**config.mk**
```make
export PLATFORM = sky130hd
export DESIGN_NAME = quadrature_position_decoder
export DESIGN_NICKNAME = d
export VERILOG_FILES = /design/src/rtl/quadrature_position_decoder.sv
export SDC_FILE = /design/constraint.sdc
export NUM_CORES = 1
export LEC_CHECK = 0
export CAP_MARGIN = 20
export CORE_ASPECT_RATIO = 0.6
export CORE_MARGIN = 3
export CORE_UTILIZATION = 53
export DETAILED_ROUTE_END_ITERATION = 8
export PLACE_DENSITY = 0.85
export SLEW_MARGIN = 15
export SYNTH_ARGS = -nofsm -noshare
export SYNTH_HDL_FRONTEND = slang
export SYNTH_SLANG_ARGS = --single-unit
```
**constraint.sdc**
```tcl
create_clock -name clk -period 4.7 [get_ports clk]
set_input_delay 0.94 -clock clk [delete_from_list [all_inputs] [get_ports clk]]
set_output_delay 0.94 -clock clk [all_outputs]
set_load 0.05 [all_outputs]
```
**src/rtl/quadrature_position_decoder.sv**
```systemverilog
`default_nettype none
// quadrature_position_decoder: synchronizes and glitch-filters encoder A/B/index, 4x-decodes
// into a wrapping 32-bit position and measures the same-direction inter-edge period.
module quadrature_position_decoder #(
  parameter int unsigned FILTER_DEPTH   = 4,
  parameter logic [31:0] TIMEOUT_CYCLES = 32'd1000000
) (
  input  logic        clk,
  input  logic        rst,
  input  logic        i_enc_a,
  input  logic        i_enc_b,
  input  logic        i_enc_index,
  input  logic        i_enable,
  input  logic        i_invert_dir,
  input  logic        i_load,
  input  logic [31:0] i_load_position,
  input  logic        i_clear,
  output logic [31:0] o_position,
  output logic        o_direction,
  output logic        o_step_strobe,
  output logic [31:0] o_step_period,
  output logic        o_period_valid,
  output logic        o_stalled,
  output logic [31:0] o_index_position,
  output logic        o_index_seen,
  output logic        o_error
);

  localparam int unsigned    CW       = (FILTER_DEPTH < 1) ? 1 : $clog2(FILTER_DEPTH + 1);
  localparam logic [CW-1:0] DEPTH    = CW'(FILTER_DEPTH);
  localparam logic [CW-1:0] DEPTH_M1 = CW'(FILTER_DEPTH - 1);

  typedef enum logic [0:0] {PRIME = 1'b0, RUN = 1'b1} state_t;
  state_t state, state_next;

  logic [2:0] pins;
  logic [2:0] sync_meta;
  logic [2:0] sync_q;
  logic [2:0] filt;
  logic [2:0] stable;

  assign pins = {i_enc_index, i_enc_a, i_enc_b};

  // Synchronizers are left unreset so they already hold the pin levels when rst releases.
  always_ff @(posedge clk) begin
    sync_meta <= pins;
    sync_q    <= sync_meta;
  end

  for (genvar g = 0; g < 3; g++) begin : g_chan
    logic          filt_bit;
    logic [CW-1:0] glitch_cnt;
    logic [CW-1:0] stable_cnt;

    always_ff @(posedge clk) begin
      if (rst) begin
        filt_bit   <= 1'b0;
        glitch_cnt <= '0;
        stable_cnt <= '0;
      end else if (sync_q[g] == filt_bit) begin
        glitch_cnt <= '0;
        if (stable_cnt != DEPTH) stable_cnt <= stable_cnt + CW'(1);
      end else begin
        stable_cnt <= '0;
        if (glitch_cnt == DEPTH_M1) begin
          filt_bit   <= sync_q[g];
          glitch_cnt <= '0;
        end else begin
          glitch_cnt <= glitch_cnt + CW'(1);
        end
      end
    end

    assign filt[g]   = filt_bit;
    assign stable[g] = (stable_cnt == DEPTH);
  end

  always_ff @(posedge clk) begin
    if (rst) state <= PRIME;
    else     state <= state_next;
  end

  always_comb begin
    state_next = state;
    if (state == PRIME && (&stable)) state_next = RUN;
  end

  function automatic logic [1:0] phase_of(input logic [1:0] ab_v);
    case (ab_v)
      2'b00:   phase_of = 2'd0;
      2'b10:   phase_of = 2'd1;
      2'b11:   phase_of = 2'd2;
      default: phase_of = 2'd3;
    endcase
  endfunction

  logic [1:0]  ab;
  logic [1:0]  prev_ab;
  logic        prev_index;
  logic        run;
  logic        edge_valid;
  logic        edge_illegal;
  logic        pos_dir;
  logic        counted;
  logic        index_rise;
  logic        have_dir;
  logic [31:0] period_cnt;
  logic [31:0] pos_next;

  // prev_* follows the filters in every state, so PRIME absorbs the initial levels.
  always_ff @(posedge clk) begin
    if (rst) begin
      prev_ab    <= 2'b00;
      prev_index <= 1'b0;
    end else begin
      prev_ab    <= ab;
      prev_index <= filt[2];
    end
  end

  assign ab           = filt[1:0];
  assign run          = (state == RUN);
  assign edge_illegal = run && (&(ab ^ prev_ab));
  assign edge_valid   = run && (ab != prev_ab) && !(&(ab ^ prev_ab));
  assign pos_dir      = ((phase_of(ab) - phase_of(prev_ab)) == 2'd1) ^ i_invert_dir;
  assign counted      = edge_valid && i_enable;
  assign index_rise   = run && i_enable && filt[2] && !prev_index;
  assign o_stalled    = (period_cnt == TIMEOUT_CYCLES);

  always_comb begin
    pos_next = o_position;
    if (i_load)       pos_next = i_load_position;
    else if (counted) pos_next = pos_dir ? (o_position + 32'd1) : (o_position - 32'd1);
  end

  always_ff @(posedge clk) begin
    if (rst) begin
      o_position       <= 32'd0;
      o_direction      <= 1'b0;
      o_step_strobe    <= 1'b0;
      o_step_period    <= 32'd0;
      o_period_valid   <= 1'b0;
      o_index_position <= 32'd0;
      o_index_seen     <= 1'b0;
      o_error          <= 1'b0;
      period_cnt       <= 32'd0;
      have_dir         <= 1'b0;
    end else begin
      o_position    <= pos_next;
      o_step_strobe <= counted;

      if (i_clear) begin
        o_error      <= 1'b0;
        o_index_seen <= 1'b0;
      end
      if (edge_illegal) o_error <= 1'b1;
      if (index_rise) begin
        o_index_seen     <= 1'b1;
        o_index_position <= pos_next;
      end

      // Period is only meaningful between two unsaturated same-direction edges.
      if (!i_enable) begin
        period_cnt     <= 32'd0;
        o_period_valid <= 1'b0;
        have_dir       <= 1'b0;
      end else if (counted) begin
        if (have_dir && !o_stalled && (pos_dir == o_direction)) begin
          o_step_period  <= period_cnt + 32'd1;
          o_period_valid <= 1'b1;
        end else begin
          o_period_valid <= 1'b0;
        end
        o_direction <= pos_dir;
        have_dir    <= 1'b1;
        period_cnt  <= 32'd0;
      end else if (o_stalled) begin
        o_period_valid <= 1'b0;
      end else begin
        period_cnt <= period_cnt + 32'd1;
      end
    end
  end

endmodule
`default_nettype wire

```
After elaboration in Yosys (flattened, before gate mapping)

Index checks and enable logic that the tools add are counted.

Register bits: 165
Latch bits: 0
Memory bits (writable): 0
Bits in read-only memories: 0
Bits of input ports: 41
Output and inout port bits: 102
Memories kept: 0

$add $sub $neg: 10
Multiply operators: 0
Div/mod/pow operators: 0
Order comparisons: 0
Equal/unequal tests: 20
Shift-type cells: 0
Multiplexer cells: 11
Bitwise operators: 7
Reductions and logical operators: 33

Operators with widths:

| operator                                               | count |
|---|---|
| 2-to-1 mux 32 bit                                      | 3 |
| adder 32 x 1 -> 32 bit (second input constant)         | 2 |
| equality test 32 x 20 -> 1 bit (second input constant) | 1 |
| subtractor 32 x 1 -> 32 bit (second input constant)    | 1 |
| adder 3 x 1 -> 3 bit (second input constant)           | 6 |
| one-hot mux 2 bit (3 select lines)                     | 2 |
| OR reduction 3 bit                                     | 4 |
| logical AND 1 bit                                      | 10 |
| AND reduction 2 bit                                    | 5 |
| equality test 3 x 2 -> 1 bit (second input constant)   | 3 |
| equality test 3 bit (second input constant)            | 3 |
| inequality test 3 bit (second input constant)          | 3 |
| equality test 2 bit (second input constant)            | 4 |
| OR reduction 2 bit                                     | 4 |
| 2-to-1 mux 1 bit                                       | 6 |
| AND reduction 3 bit                                    | 2 |
| nonzero test 2 bit                                     | 3 |
| NOT 1 bit                                              | 5 |
| equality test 1 bit                                    | 4 |
| logical NOT 2 bit                                      | 2 |
| logical NOT 1 bit                                      | 3 |
| equality test 2 x 1 -> 1 bit (second input constant)   | 1 |
| inequality test 2 bit                                  | 1 |
| subtractor 2 bit                                       | 1 |
| other kinds (2)                                        | 2 |

Logic depth before layout (Yosys ltp)

Gate-level depths: netlist of the first run.

Depth in word-level cells: 9
Mapped depth: 19
Mapped depth without buffers: 18

Worst setup path before layout of the first run

Ideal clock, no wire load.

Kind: flip-flop to flip-flop
Start: reg g_chan[1].filt_bit
End: reg o_index_position[20]
Library setup time: 101 ps
Data arrival time: 4070 ps
Data required time: 4599 ps
Slack: 529 ps
Stages on the path, launching flop included: 17
Clock period less this slack: 4171 ps
Path through: dfxtp_1 > inv_1 > ha_1 > ha_1 > xnor3_1 > nand3_1 > nand2_2 > buf_1 > xnor2_1 > ha_1 > nand3_1 > nor2_1 > o211ai_1 > a32o_2 > o41ai_1 > mux2_2 > o41ai_1

Word-level cells in the longest chain between the ends: 8
Elaborated cells on any way between the ends: 17

RTL lines:

| element                                                  | RTL line | text |
|---|---|---|
| start, declared                                          | 51       | `logic filt_bit;` |
| start signal, assigned                                   | 66       | `filt_bit <= sync_q[g];` |
| equality test 2 bit or logical NOT 2 bit (tied branches) | 89       | `case (ab_v)` |
| one-hot mux 2 bit (3 select lines)                       | 89       |  |
| subtractor 2 bit                                         | 125      | `assign pos_dir = ((phase_of(ab) - phase_of(prev_ab)) == 2'd1) ^ i_invert_dir;` |
| equality test 2 x 1 -> 1 bit                             | 125      |  |
| bitwise XOR 1 bit                                        | 125      |  |
| 2-to-1 mux 32 bit                                        | 133      | `else if (counted) pos_next = pos_dir ? (o_position + 32'd1) : (o_position - 32'd1);` |
| 2-to-1 mux 32 bit (*)                                    | 133      |  |
| 2-to-1 mux 32 bit (*)                                    | 132      | `if (i_load) pos_next = i_load_position;` |
| end signal, assigned                                     | 159      | `o_index_position <= pos_next;` |
| end, declared                                            | 24       | `output logic [31:0] o_index_position,` |

Every way passes the cells marked *; elsewhere a longest branch is shown, timed or not.
A chain may end at the register's enable or synchronous reset.

Worst setup path in the final report of the first run

Start: reg g_chan[1].filt_bit
End: reg o_index_position[22]

Same word-level chain as after synthesis.

==> results of run 1 <==
-- sequential cells by signal, summed over array words and instances, names as in the netlist, 2 cells and up --
signal             flops
g_chan.filt_bit        3
g_chan.glitch_cnt      9
g_chan.stable_cnt      9
o_index_position      32
o_position            32
o_step_period         32
period_cnt            32
prev_ab                2
sync_meta              3
sync_q                 3
-- worst paths after layout --
path | depth (start not counted) | slack, ns | end
hold reg to reg | 0 | 0.33 | sync_q[1]
hold / removal | 0 | 0.33 | sync_q[1]
setup / recovery | 17 | 0.43 | o_index_position[22]
setup reg to reg | 17 | 0.43 | o_index_position[22]
-- power by group through the flow --
stage / clock, mW / combinational [mW] / sequential (mW)
floorplan: 0 / 0.191 / 1.54
global placement: 0 / 0.357 / 1.51
detailed placement: 0 / 0.363 / 1.51
CTS: 1.40 / 0.366 / 1.48
global route: 1.45 / 0.399 / 1.48
finish: 1.38 / 0.375 / 1.48
-- cell usage after synthesis (9+ instances only) --
library cell | n | area share (%)
nor2b_1 | 9 | 0.69
mux2i_1 | 21 | 2.6
and3_1 | 14 | 1.1
ha_1 | 20 | 3.1
clkbuf_1 | 52 | 2.4
or3_1 | 15 | 1.2
nand2_1 | 71 | 3.3
nor3_1 | 33 | 2.0
nand3_1 | 56 | 3.4
o211ai_1 | 9 | 0.83
o21ai_0 | 21 | 1.3
nand4_1 | 19 | 1.5
inv_1 | 33 | 1.5
dfxtp_1 | 165 | 41
nor4_1 | 29 | 2.2
xor2_1 | 25 | 2.7
nor2_1 | 179 | 8.3
a21oi_1 | 39 | 2.4
xnor2_1 | 39 | 4.2
a211oi_1 | 38 | 3.5
or4_1 | 12 | 1.1
o41ai_1 | 10 | 1.1
-- metrics by stage --
stage          cells  instance area, um^2
2_1_floorplan    994                 8130
3_3_place_gp    1289                 9710
3_5_place_dp    1289                 9710
4_1_cts         1321                10300
5_1_grt         1321                10300
6_report        1321                10300
-- critical path: cells and delay by family (launching register included) --
kind / cells / cell delay, ns
flops: 1 / 0.44
fa+ha+maj: 3 / 0.70
xor+xnor: 2 / 0.67
buf+inv: 2 / 0.20
simple gates: 3 / 0.52
compound gates: 7 / 1.62
-- final cells by class --
class                           instances  area [um^2]
Timing Repair Buffer                  164         1600
Clock inverter                         13          131
Tap cell                              198          248
Fill cell                            1171         4470
Multi-Input combinational cell        729         4430
Clock buffer                           19          453
Sequential cell                       165         3300
Inverter                               33          124
-- logic make-up (layout without fill, tap and decap cells) --
family,after synthesis,in the layout,share of synthesized area (%)
buf+inv,100,229,4.89
simple gates,464,464,27.5
fa+ha+maj,20,20,3.08
compound gates,156,156,13.5
xor+xnor,66,66,7.48
mux,23,23,2.86
flops,165,165,40.6
-- per-layer routing --
metal | share of wire, % | track usage [%] | up-vias
met2 | 42 | 46.7 | 490
met4 | 1.8 | 7.86 | 0
met5 | 0 | 0 | -
li1 | - | - | 3752
met1 | 45 | 45.5 | 3888
met3 | 12 | 8.31 | 58
==> run_results.csv, run 1 <==
group,metric,value,unit
setup_path,max_stage_delay,0.53,ns
pwr,p_int,2.30,mW
floorplan,ios,143,
sta,final-hold-violation-count,0,
setup_path,crit_top_cell,"ha_1",
global_route,grt_max_degree,72,
drt,wl,26.9,mm
setup_path,arrival,4.59,ns
clock_tree,path_clk_slew,0.08,ns
outcome,status,"completed",
pwr,switchingPower,0.946,mW
floorplan,rows,34,
worst_hold_path,min_from,"sync_meta[1]",
drt,drc_errors,0,
clock_tree,cts-hold-fix-buffers,0,
pwr,switching_share,29.2,%
synth,synth_edf_count,0,
global_route,grt_pass1_wl,42.2,mm
sta,max_freq,234,MHz
sta,setup_tns,0,ns
pwr,p_per_area,315,mW/mm^2
drt,routedWlPerCell,20.3,um
setup_path,start_kind,"flop",
synth,syn-num-nets,1055,
setup_path,crit_chain,"inv_1, ha_1, ha_1, xor3_2, o21ai_2, nand2_2, xnor2_1, ha_1, nand3_1, nor4_1, inv_1, o31ai_1, o221ai_1, o41ai_1, a21o_1, a21oi_1, o41ai_1",
drt,viasPerCell,6.20,
place,dpl.hpwl,19.2,mm
pwr,pwr-share-clk,42.7,%
pwr,p_leak,3.60,nW
synth,yosysSeqAreaShare,40.6,%
clock_tree,numCtsBuffers,17,
setup_path,cpMaxStageDelayCell,"xor3_2",
floorplan,dieHeight,102,um
global_route,grt_pass1_vias,7712,
synth,synthCells,994,
clock_tree,post-cts-setup-buffer-count,0,
finish,final_common_cell,"nor2_1",
pwr,p_total,3.24,mW
drt,firstDrtPassIters,6,
setup_path,rr_startpoint,"g_chan[1].filt_bit",
sta,min_period,4.27,ns
pwr,p_seq_share,45.7,%
finish,drive_above_1_share,6.50,%
sta,fin_skew,0.0121,ns
setup_path,crit_start,"g_chan[1].filt_bit",
sta,rsz0062_at_grt,"no",
floorplan,dieArea,0.0169,mm^2
clock_tree,post_cts_resized,0,
pwr,ir_drop,0.000205,V
place,portBuffers,142,
global_route,antenna_found_initial,0,
clock_tree,root_buffer,"clkbuf_16",
clock_tree,cts_buffer_depth,2,
clock_tree,cts_tree,"built",
clock_tree,cts_htree_levels,4,
worst_hold_path,hold_class,"flop to flop",
setup_path,worstSetupPathType,"flop to flop",
sta,setup_violations,0,
run,drv_cap,0,
synth,synth-main-ff-cell,"dfxtp_1",
setup_path,end_kind,"flop",
synth,synthArstFlopShare,0,%
synth,yosys_warnings,0,
sta,hold_slack,0.329,ns
place,dp_slack,0.496,ns
setup_path,crit_required,5.02,ns
place,gp_congestion,1.01,
finish,finalCoreUtilization,69.7,%
sta,fin_crit_sh,90.8,%
finish,final_cell_mix,"179 x nor2_1, 165 x dfxtp_1, 141 x clkdlybuf4s50_1",
floorplan,core,0.0148,mm^2
sta,finalMaxSlewViolations,0,
drt,drt_iter0_drc,932,
global_route,grt_usage,31.3,%
sta,fin_ws,0.432,ns
clock_tree,clock_latency,0.43,ns
pwr,combPwrFrac,11.6,%
finish,fin_nets,1171,
synth,synth_area_per_cell,8.18,um^2
floorplan,die_width,166,um
synth,synth_cell_types,65,
clock_tree,clock_sinks,165,
sta,slew_headroom,45.8,%
drt,antenna_left,0,
drt,vias,8188,
finish,syn_to_final_growth,26.6,%
setup_path,worstPathMaxFanout,5,
floorplan,start_util,55.1,%
global_route,grt_overflow,0,
sta,worst_pin_slew,0.814,ns
finish,num_antenna_cells,0,
synth,netlist_area,0.00813,mm^2
synth,ys_ff_latch,165,
No activity file was read; power rests on OpenSTA's default activity.
==> inputs of run 2 (changes only) <==
--- a/config.mk
+++ b/config.mk
@@ -15,3 +15,4 @@
 export SYNTH_ARGS = -nofsm -noshare
 export SYNTH_HDL_FRONTEND = slang
 export SYNTH_SLANG_ARGS = --single-unit
+export TNS_END_PERCENT = 5
==> results of run 2 <==
No change in the layout: final DEF, timing and power equal those of run 1.
